**src/rtl/alu_muldiv_unit.sv**
```systemverilog
// Execute-stage ALU with iterative multiply/divide and HI/LO.
// Single-cycle ops issue back-to-back; mul/div hold in_ready low.
module alu_muldiv_unit #(
  parameter int WIDTH = 32,
  parameter int CNT_W = $clog2(WIDTH)
) (
  input  logic             clk,
  input  logic             rst_n,
  input  logic             in_valid,
  output logic             in_ready,
  input  logic [1:0]       ALUOp,
  input  logic [5:0]       FuncCode,
  input  logic [WIDTH-1:0] A,
  input  logic [WIDTH-1:0] B,
  output logic             out_valid,
  output logic [WIDTH-1:0] Result,
  output logic             Zero,
  output logic             Err,
  output logic [WIDTH-1:0] HI,
  output logic [WIDTH-1:0] LO
);

  typedef enum logic [1:0] {
    IDLE, MUL, DIV, FIX
  } state_t;

  state_t             state, state_n;
  logic [CNT_W-1:0]   cnt;
  logic [2*WIDTH-1:0] prod;
  logic [WIDTH-1:0]   opb;
  logic               sa, sb, dz, div_q;

  logic [WIDTH-1:0]   alu_res;
  logic               illegal, is_mul, is_div, sgn;
  logic               a_neg, b_neg;
  logic [WIDTH-1:0]   a_mag, b_mag;
  logic [WIDTH:0]     mul_sum, div_diff;
  logic [WIDTH-1:0]   q, r, hi_n, lo_n;
  logic               accept;

  assign in_ready = (state == IDLE);
  assign accept   = in_valid && in_ready;

  // Decode ALUOp/FuncCode and compute single-cycle results
  always_comb begin
    alu_res = '0;
    illegal = 1'b0;
    is_mul  = 1'b0;
    is_div  = 1'b0;
    sgn     = 1'b0;
    unique case (1'b1)
      (ALUOp == 2'b00): alu_res = A + B;
      (ALUOp == 2'b01): alu_res = A - B;
      (ALUOp == 2'b10): begin
        case (FuncCode)
          6'h20: alu_res = A + B;
          6'h22: alu_res = A - B;
          6'h24: alu_res = A & B;
          6'h25: alu_res = A | B;
          6'h27: alu_res = ~(A | B);
          6'h2A: alu_res = ($signed(A) < $signed(B))
                           ? {{(WIDTH-1){1'b0}}, 1'b1}
                           : '0;
          6'h10: alu_res = HI;
          6'h12: alu_res = LO;
          6'h18: begin is_mul = 1'b1; sgn = 1'b1; end
          6'h19: is_mul = 1'b1;
          6'h1A: begin is_div = 1'b1; sgn = 1'b1; end
          6'h1B: is_div = 1'b1;
          default: illegal = 1'b1;
        endcase
      end
      default: illegal = 1'b1;
    endcase
  end

  assign a_neg = sgn & A[WIDTH-1];
  assign b_neg = sgn & B[WIDTH-1];
  assign a_mag = a_neg ? -A : A;
  assign b_mag = b_neg ? -B : B;

  assign mul_sum = {1'b0, prod[2*WIDTH-1:WIDTH]}
                 + {1'b0, (prod[0] ? opb : {WIDTH{1'b0}})};
  assign div_diff = prod[2*WIDTH-1:WIDTH-1] - {1'b0, opb};

  assign q = prod[WIDTH-1:0];
  assign r = prod[2*WIDTH-1:WIDTH];

  // Sign fix-up of the unsigned product / quotient / remainder
  always_comb begin
    hi_n = r;
    lo_n = q;
    if (div_q) begin
      lo_n = dz ? '1 : ((sa ^ sb) ? -q : q);
      hi_n = sa ? -r : r;
    end else if (sa ^ sb) begin
      {hi_n, lo_n} = -prod;
    end
  end

  // State register
  always_ff @(posedge clk or negedge rst_n) begin
    if (!rst_n) state <= IDLE;
    else        state <= state_n;
  end

  // Next-state logic
  always_comb begin
    state_n = state;
    unique case (state)
      IDLE: begin
        if (accept && is_mul) state_n = MUL;
        if (accept && is_div) state_n = DIV;
      end
      MUL, DIV: if (cnt == '0) state_n = FIX;
      FIX:      state_n = IDLE;
      default:  state_n = IDLE;
    endcase
  end

  // Datapath, result and HI/LO registers
  always_ff @(posedge clk or negedge rst_n) begin
    if (!rst_n) begin
      out_valid <= 1'b0;
      Result    <= '0;
      Zero      <= 1'b0;
      Err       <= 1'b0;
      HI        <= '0;
      LO        <= '0;
      cnt       <= '0;
      prod      <= '0;
      opb       <= '0;
      sa        <= 1'b0;
      sb        <= 1'b0;
      dz        <= 1'b0;
      div_q     <= 1'b0;
    end else begin
      out_valid <= 1'b0;
      unique case (state)
        IDLE: begin
          if (accept && (is_mul || is_div)) begin
            prod  <= {{WIDTH{1'b0}}, a_mag};
            opb   <= b_mag;
            sa    <= a_neg;
            sb    <= b_neg;
            dz    <= (B == '0);
            div_q <= is_div;
            cnt   <= CNT_W'(WIDTH - 1);
          end else if (accept) begin
            Result    <= alu_res;
            Zero      <= (alu_res == '0);
            Err       <= illegal;
            out_valid <= 1'b1;
          end
        end
        MUL: begin
          prod <= {mul_sum, prod[WIDTH-1:1]};
          cnt  <= cnt - CNT_W'(1);
        end
        DIV: begin
          if (!div_diff[WIDTH])
            prod <= {div_diff[WIDTH-1:0],
                     prod[WIDTH-2:0], 1'b1};
          else
            prod <= {prod[2*WIDTH-2:0], 1'b0};
          cnt <= cnt - CNT_W'(1);
        end
        FIX: begin
          HI        <= hi_n;
          LO        <= lo_n;
          Result    <= lo_n;
          Zero      <= (lo_n == '0);
          Err       <= div_q & dz;
          out_valid <= 1'b1;
        end
        default: ;
      endcase
    end
  end

endmodule

```
**config.mk**
```make
export PLATFORM = sky130hd
export DESIGN_NAME = alu_muldiv_unit
export DESIGN_NICKNAME = d
export VERILOG_FILES = /design/src/rtl/alu_muldiv_unit.sv
export SDC_FILE = /design/constraint.sdc
export NUM_CORES = 1
export LEC_CHECK = 0
export ABC_AREA = 0
export CORE_AREA = 2 2 183 185
export CTS_CLUSTER_SIZE = 24
export DETAILED_ROUTE_END_ITERATION = 16
export DIE_AREA = 0 0 185 187
export DONT_BUFFER_PORTS = 1
export HOLD_SLACK_MARGIN = 0.02
export PLACE_DENSITY = 0.81
export SYNTH_ARGS = -nofsm -noshare
export SYNTH_HDL_FRONTEND = slang
export SYNTH_SLANG_ARGS = --single-unit
```
**constraint.sdc**
```tcl
create_clock -name clk -period 8.9 [get_ports clk]
set_input_delay 2.67 -clock clk [delete_from_list [all_inputs] [get_ports clk]]
set_output_delay 2.67 -clock clk [all_outputs]
set_load 0.05 [all_outputs]
```
Yosys cells after proc, flatten, opt, wreduce, memory -nomap -nowiden
Index checks and enable logic that the tools add are counted.
Storage, ports and cells
  register bits after elaboration: 206
  input port bits: 75
  output and inout port bits: 100
  logic and storage cells: 121
Operators by class
  add/subtract/negate cells: 10
  $lt $le $gt $ge: 1
  equality and inequality tests: 22
  mux-type cells: 42
  bitwise gates (word level): 7
  reductions and logical operators: 25
Operator list (number)
  two-way mux 32 bit: 12
  one-hot mux 32 bit (8 select lines): 1
  one-hot mux 64 bit (3 select lines): 1
  two-way mux 64 bit: 2
  negator 32 bit: 4
  logical NOT 32 bit: 3
  one-hot mux 32 bit (3 select lines): 1
  negator 64 bit: 1
  one-hot mux 32 bit (2 select lines): 1
  equality test 6 x 5 -> 1 bit (second input constant): 6
  equality test 6 bit (second input constant): 6
  adder 32 x 32 -> 33 bit: 1
  subtractor 33 x 32 -> 33 bit: 1
  adder 32 bit: 1
  AND 32 bit: 1
  less-than comparator 32 bit: 1
  inverter 32 bit: 1
  OR 32 bit: 1
  subtractor 32 bit: 1
  two-way mux 1 bit: 14
  OR reduction 12 bit: 1
  one-hot mux 5 bit (2 select lines): 1
  OR reduction 2 bit: 5
  one-hot mux 1 bit (2 select lines): 4
  other kinds (19): 36

Logic depth before layout (Yosys ltp)
Gate-level depths: netlist of the first run.
  depth after elaboration: 8
  gate-level depth with buffers: 19
  depth with buffers taken out: 17

Least setup slack after synthesis of the first run
Ideal clock, no wire load.
  kind: input to register
  start point: input A[4]
  end point: register Zero
  library setup time: 92 ps
  arrival: 6317 ps
  data required time: 8808 ps
  setup slack: 2491 ps
  cell stages on the path: 15
  path buffers: 1
  cell sequence: inv_1 -> ha_1 -> buf_6 -> and3_1 -> a2111o_1 -> a31o_2 -> a211o_1 -> a31oi_2 -> o221ai_1 -> o2bb2ai_1 -> or4b_1 -> nor4_2 -> a31oi_1 -> or4_1 -> o31ai_2
Between the ends
  word-level cells in the longest chain between the ends: 8
  elaborated cells between the ends (all ways): 13
  those cells by class: 2 x add/sub; 1 x order compare; 6 x mux; 3 x bitwise; 1 x reduce/logical
RTL lines
  from (decl): line 13  | input logic [WIDTH-1:0] A,
  less-than comparator 32 bit or OR 32 bit (tied branches): line 61, 59, 60
  two-way mux 1 bit or inverter 32 bit (tied branches): line 62, 60
  one-hot mux 32 bit (8 select lines): line 55  | case (FuncCode)
  one-hot mux 32 bit (3 select lines) *: line 51  | unique case (1'b1)
  logical NOT 32 bit *: line 151  | Zero <= (alu_res == '0);
  two-way mux 1 bit *: line 149  | end else if (accept) begin
  two-way mux 1 bit *: line 141  | if (accept && (is_mul || is_div)) begin
  one-hot mux 1 bit (2 select lines) *: line 139  | unique case (state)
  to (signal assigned): line 151
  to (signal assigned): line 172  | Zero <= (lo_n == '0);
  to (decl): line 17  | output logic Zero,
Every way passes the cells marked *; elsewhere a longest branch is shown, timed or not. The select of a mux whose other input is x is not followed.
A chain may end at the register's enable or synchronous reset.

Worst setup path after layout of the first run
  start point: input B[4]
  end point: register Zero
Between the ends
  word-level cells in the longest chain between the ends: 8
  elaborated cells between the ends (all ways): 13
  those cells by class: 2 x add/sub; 1 x order compare; 6 x mux; 3 x bitwise; 1 x reduce/logical
RTL lines
  from (decl): line 14  | input logic [WIDTH-1:0] B,
  less-than comparator 32 bit or OR 32 bit (tied branches): line 61, 59, 60
  two-way mux 1 bit or inverter 32 bit (tied branches): line 62, 60
  one-hot mux 32 bit (8 select lines): line 55
  one-hot mux 32 bit (3 select lines) *: line 51
  logical NOT 32 bit *: line 151
  two-way mux 1 bit *: line 149
  two-way mux 1 bit *: line 141
  one-hot mux 1 bit (2 select lines) *: line 139
Marked as above.

==> impl_metrics.yaml, run 1 <==
final_layout:
  drive_gt1_share_pct: 6.02
  utilization_pct: 67.1
  nFillCells: 2760
  syn2layout_area_growth_pct: 3.99
  fin_area_um2: 22100
  final_nets: 2878
die:
  die_w_um: 185
  design.die.area_um2: 34600
  ios: 175
  die_y_um: 187
  initial_utilization_pct: 64.5
  num_rows: 67
  coreArea_um2: 32900
worst_setup_path:
  critPathBufInv: 1
  end_kind: "flop"
  slowest_stage: "a211oi_1"
  crit_chain: "inv_1, ha_1, and3_1, a2111o_1, a31o_2, a211o_1, a211oi_1, o41ai_1, a32o_1, o22ai_1, o21ai_1, or4_1, or4_1, o31ai_2"
  cp.required_ns: 9.34
  critPathTopFamily: "compound AO/OA/AOI/OAI gates"
  cpPeakStageDelay_ns: 0.64
  critPathLaunch: "B[4]"
  crit_path_frequent_cell: "or4_1"
  rr_startpoint: "prod[0]"
  path_class: "primary input to flop"
  cp.arrival_ns: 7.26
  critPathLaunchType: "primary input"
  cp_max_fo: 11
synthesis:
  yosys-top-cells-area: "dfrtp_1, ha_1, xnor2_1"
  synth.distinct_cells: 109
  yosysMostFrequentCell: "nor2_1"
  synth-async-reset-ratio_pct: 100
  yosysSeqAreaShare_pct: 24.3
  synth-edff-count: 0
  ys.flop_type: "dfrtp_1"
  synth_top_cell_by_area: "dfrtp_1"
  ys_seq_elements: 206
  syn_inst: 2707
  syn-cell-area_um2: 21200
  synth_top_area_share_pct: 24.3
  syn-num-nets: 2974
  yosys_warnings: 0
  syn_avg_cell_area_um2: 7.83
  synth_common_cells: "nor2_1, nand2_1, o21ai_0"
global_routing:
  grt_pass1_vias: 21160
  grt_max_degree: 207
  grt_usage_pct: 48.6
  antenna_found_initial: 7
  overflow: 0
  grt_pass1_wl_um: 128000
power_and_ir_drop:
  p_switching_mw: 3.62
  p_leak_nw: 9.59
  power_frac_clock_pct: 14.1
  power_density_nw_per_um2: 295
  power.share.sequential_pct: 38.6
  cell_internal_pwr_mw: 2.88
  combPwrFrac_pct: 47.3
  ir_drop_uv: 198
  swShare_pct: 55.7
drt:
  num_vias: 22149
  drt_first_pass_iters: 7
  drtIter0Drc: 3295
  drcViolationCount: 0
  avgViaCountPerCell: 7.21
  wl_um: 86600
  ant_nets: 0
  wl_per_cell_um: 28.2
timing:
  tightest_slew_ns: 1.40
  hold_ws_ns: 0.484
  fin_tns_setup_ns: 0
  fin_crit_sh_pct: 76.6
  fmax_mhz: 147
  slew_headroom_pct: 6.71
  worst_slack_ns: 2.08
  final_hold_viol_count: 0
  maxSlewViolCount: 0
  grt_setup_unrepaired: "no"
  min_period_ns: 6.82
  setup_viol: 0
  clock_skew_ns: 0.0173
status:
  status: "completed"
cts:
  insertion_delay_ns: 0.53
  cts_buffers: 21
  cts_tree: "built"
  hold_buffers: 0
  numClockSinks: 206
  post_cts_buffers: 0
  htree_levels: 1
  cts_buffer_depth: 3
  clockRootBuffer: "clkbuf_16"
  cts_resized: 0
  clk_pin_slew_ns: 0.06
min_path:
  holdCritPathClass: "flop to flop"
  min_from: "opb[15]"
placement:
  placed_area_um2: 21400
  numPortBuffers: 0
  place_hpwl_um: 66300
  dp_slack_ns: 1.72
  place_congestion: 1.08
job:
  maxCapViolations: 0
## worst reg2reg max path, cell delays in order (launching register included)
cell and delay, ns:
dfrtp_1 0.46, clkinv_1 0.07, buf_4 0.41, nor2_1 0.16
fa_1 0.46, a21o_1 0.20, a21oi_1 0.24, nor2b_1 0.11
o31ai_1 0.55, a21oi_1 0.26, o211ai_1 0.28, a31oi_1 0.20
a221o_1 0.38, and4_1 0.21, a2111oi_0 0.77, xnor2_1 0.14
a221o_1 0.34
## stage by stage
stage | cells | power (mW)
2_1_floorplan | 2707 | 4.51
3_3_place_gp | 3036 | 5.30
3_5_place_dp | 3036 | 5.42
4_1_cts | 3073 | 6.34
5_1_grt | 3073 | 6.76
6_report | 3074 | 6.50
## kinds of logic after synthesis
group / after synthesis / share of synthesized area (%)
XOR/XNOR: 216 / 8.92
multiplexers: 45 / 2.21
flip-flops: 206 / 24.3
adder cells (fa/ha/maj): 192 / 11.5
buffers and inverters: 306 / 6.18
AO/OA/AOI/OAI: 893 / 28.3
AND/OR/NAND/NOR: 849 / 18.6
## registers in the layout, indices dropped and copies added (netlist names), 2 cells and up
name	flops
HI	32
LO	32
state	2
Result	32
opb	32
cnt	5
prod	64
## path summary, 6_finish.rpt
path | cells past startpoint | to | slack (ns)
max | 14 | Zero | 2.08
min | 2 | opb[15] | 0.48
max reg2reg | 16 | prod[61] | 3.56
min reg2reg | 2 | opb[15] | 0.48
max in group asynchronous | 0 | Result[17] | 6.63
min in group asynchronous | 0 | prod[37] | 1.84
## metal layers
layer | up-vias | track usage, % | share of wire [%]
met5 | - | 0 | 0.042
met4 | 6 | 32.1 | 8.3
met3 | 406 | 13.7 | 13
met2 | 1643 | 74.1 | 43
met1 | 10499 | 59.8 | 36
li1 | 9595 | - | -
## final cells by class
class                   count  area, µm²  share of cell area (%)
diodes                      1       2.50                  0.0113
clock buffers              27        598                    2.71
clock inverters            10       85.1                   0.386
inverters                 154        578                    2.62
multi-input cells        2195      14800                    67.2
flip-flops and latches    206       5150                    23.4
well taps                 448        561                    2.54
repair buffers             33        248                    1.12
## power groups by stage
stage	clock, mW	combinational (mW)	sequential, mW
2_1_floorplan	0	2.30	2.21
3_3_place_gp	0	2.83	2.47
3_5_place_dp	0	2.94	2.49
4_1_cts	0.906	2.96	2.47
5_1_grt	0.943	3.29	2.53
6_report	0.915	3.08	2.51
## cells in the final DEF, fill, tap and decap left out, types with 24 or more instances in the layout
master and n:
nor3_1 47, nor2_1 269, or3_1 24, a22oi_1 49, a221oi_1 57, a31oi_1 35, a21o_1 46, xnor2_1 142
buf_4 33, inv_1 151, o31ai_1 53, nand2_1 261, dfrtp_1 206, xor2_1 72, nand3_1 59, mux2i_1 31
nor4_1 30, a21oi_1 174, o21ai_0 232, ha_1 187, o21a_1 40
No activity file was read; power rests on OpenSTA's default activity.
==> run 2, diff against run 1 <==
- CORE_AREA: 2 2 183 185 -> 2 2 192 194
- DIE_AREA: 0 0 185 187 -> 0 0 194 196
- PLACE_DENSITY: 0.81 -> 0.78
- clock period: 8.9 -> 6.2 ns (I/O delays scaled with it)
==> run 2 against run 1 <==
Non-clock buffer count rose by 92. First-iteration DRC count fell by 7.8%. Combinational power grew 48%. Worst hold slack got worse by 0.0030 ns. Largest power group unchanged. Final cell count rose by 3.8%. Final area rose by 3.8%. Power increased by 49%. Global-route usage shrank 2.6 points. Die area is 9.9% higher. Via count is 1.5% higher. Register-to-register slack lost 2.8 ns. Critical path type unchanged. Clock skew decreased by 0.0016 ns.
==> impl_metrics.yaml, run 2 (same netlist as run 1, synthesis figures left out) <==
timing:
  fin_crit_sh_pct: 93.3
  maxSlewViolCount: 0
  final_hold_viol_count: 0
  grt_setup_unrepaired: "no"
  clock_skew_ns: 0.0157
  min_period_ns: 5.78
  tightest_slew_ns: 1.34
  slew_headroom_pct: 11.0
  fmax_mhz: 173
  hold_ws_ns: 0.481
  setup_viol: 0
drt:
  num_vias: 22492
  wl_per_cell_um: 28.3
  drt_first_pass_iters: 6
  wl_um: 90200
  drcViolationCount: 0
  avgViaCountPerCell: 7.05
  ant_nets: 0
  drtIter0Drc: 3038
power_and_ir_drop:
  power_mw: 9.67
  p_switching_mw: 5.27
  swShare_pct: 54.5
  p_leak_nw: 10.1
  power_frac_clock_pct: 15.6
  combPwrFrac_pct: 47.1
  power_density_nw_per_um2: 422
  cell_internal_pwr_mw: 4.40
  power.share.sequential_pct: 37.3
  ir_drop_uv: 311
worst_setup_path:
  cp.required_ns: 6.63
  crit_end: "Zero"
  critPathLaunch: "B[4]"
  rr_startpoint: "prod[0]"
  rrSetupSlack_ns: 0.79
  critPathLaunchType: "primary input"
  cp_max_fo: 11
  end_kind: "flop"
  r2r-end: "prod[61]"
  reg2regPathDepth: 15
  path_class: "primary input to flop"
  cp.arrival_ns: 6.22
cts:
  post_cts_buffers: 0
  insertion_delay_ns: 0.53
  cts_buffer_depth: 3
  hold_buffers: 0
  cts_buffers: 24
  htree_levels: 1
  cts_resized: 0
  cts_tree: "built"
  clk_pin_slew_ns: 0.06
  clockRootBuffer: "clkbuf_16"
  numClockSinks: 206
final_layout:
  syn2layout_area_growth_pct: 7.96
  regMostFlops: "prod"
  utilization_pct: 63.5
  final_nets: 2973
  layout_commonest_cell: "nor2_1"
  largest_reg_flops: 64
  drive_gt1_share_pct: 9.19
  final_cell_mix: "nor2_1, nand2_1, o21ai_0"
die:
  initial_utilization_pct: 58.8
  die_w_um: 194
  ios: 175
  coreArea_um2: 36100
  die_y_um: 196
  design.die.area_um2: 38000
  num_rows: 70
global_routing:
  antenna_found_initial: 9
  grt_usage_pct: 46.0
  overflow: 0
  grt_pass1_vias: 21425
  grt_max_degree: 207
  grt_pass1_wl_um: 134000
status:
  status: "completed"
job:
  maxCapViolations: 0
placement:
  place_congestion: 1.03
  place_hpwl_um: 70400
  numPortBuffers: 0
min_path:
  holdCritPathClass: "flop to flop"
  min_from: "opb[6]"
[run 2: cell types whose count changed in the layout (fill, tap and decap cells not counted), sizes merged]
| cell | before | now |
|---|---|---|
| bufinv | 1 | 3 |
| clkinvlp | 1 | 2 |
| buf | 33 | 125 |
| diode | 1 | 2 |
| clkbuf | 27 | 31 |
| clkinv | 9 | 6 |
[run 2: metal layers]
metal | wire length [µm] | track usage, % | part of all wire [%] | vias up
met5 | 32 | 0 | 0.035 | -
met4 | 6180 | 26.2 | 6.9 | 4
met3 | 10800 | 10.2 | 12 | 319
met2 | 39500 | 72.9 | 44 | 1613
met1 | 33600 | 58.1 | 37 | 10756
li1 | - | - | - | 9800
[run 2: worst min-delay path by stage]
stage	to	slack, ns	depth (start not counted)
global placement	opb[15]	0.46	2
floorplan	opb[10]	0.45	2
detailed placement	opb[30]	0.47	2
finish	opb[6]	0.48	2
CTS	opb[30]	0.48	2
global route	opb[6]	0.51	2
[run 2: critical path, cell delays in order]
cell and delay (ns):
inv_1 0.05, ha_1 0.43, and3_1 0.25, a2111o_1 0.44, a31o_2 0.33, a2111oi_0 0.48
nor2_1 0.19, o31ai_1 0.25, buf_4 0.17, a31oi_1 0.14, o21ai_1 0.28, a211oi_1 0.12
or4_1 0.51, a21boi_0 0.21, o31ai_1 0.13, buf_4 0.16, o31ai_2 0.19
[run 2: final cells by class]
type                       instances  area, µm²
antenna                            2       5.00
clock buffer                      31        678
clock inverter                    10        141
fill                            3130      13200
inverter                         154        578
multi-input combinational       2195      14800
sequential                       206       5150
tap                              468        586
timing repair buffer             125        938
[run 2: metrics by stage]
stage               instances  cell area (µm²)  setup TNS (ns)  setup WS (ns)
floorplan                2707            21200               0          0.601
global placement         3148            22100               0          0.120
detailed placement       3148            22100        -0.00239       -0.00239
CTS                      3189            22900               0          0.505
global route             3189            22900               0          0.139
finish                   3191            22900               0          0.416
[run 2: power by group through the flow]
stage / Sequential, mW / Clock (mW) / Combinational (mW)
5_1_grt: 3.63 / 1.55 / 4.92
6_report: 3.61 / 1.51 / 4.56
2_1_floorplan: 3.17 / 0 / 3.30
3_3_place_gp: 3.56 / 0 / 4.26
3_5_place_dp: 3.58 / 0 / 4.38
4_1_cts: 3.56 / 1.49 / 4.41
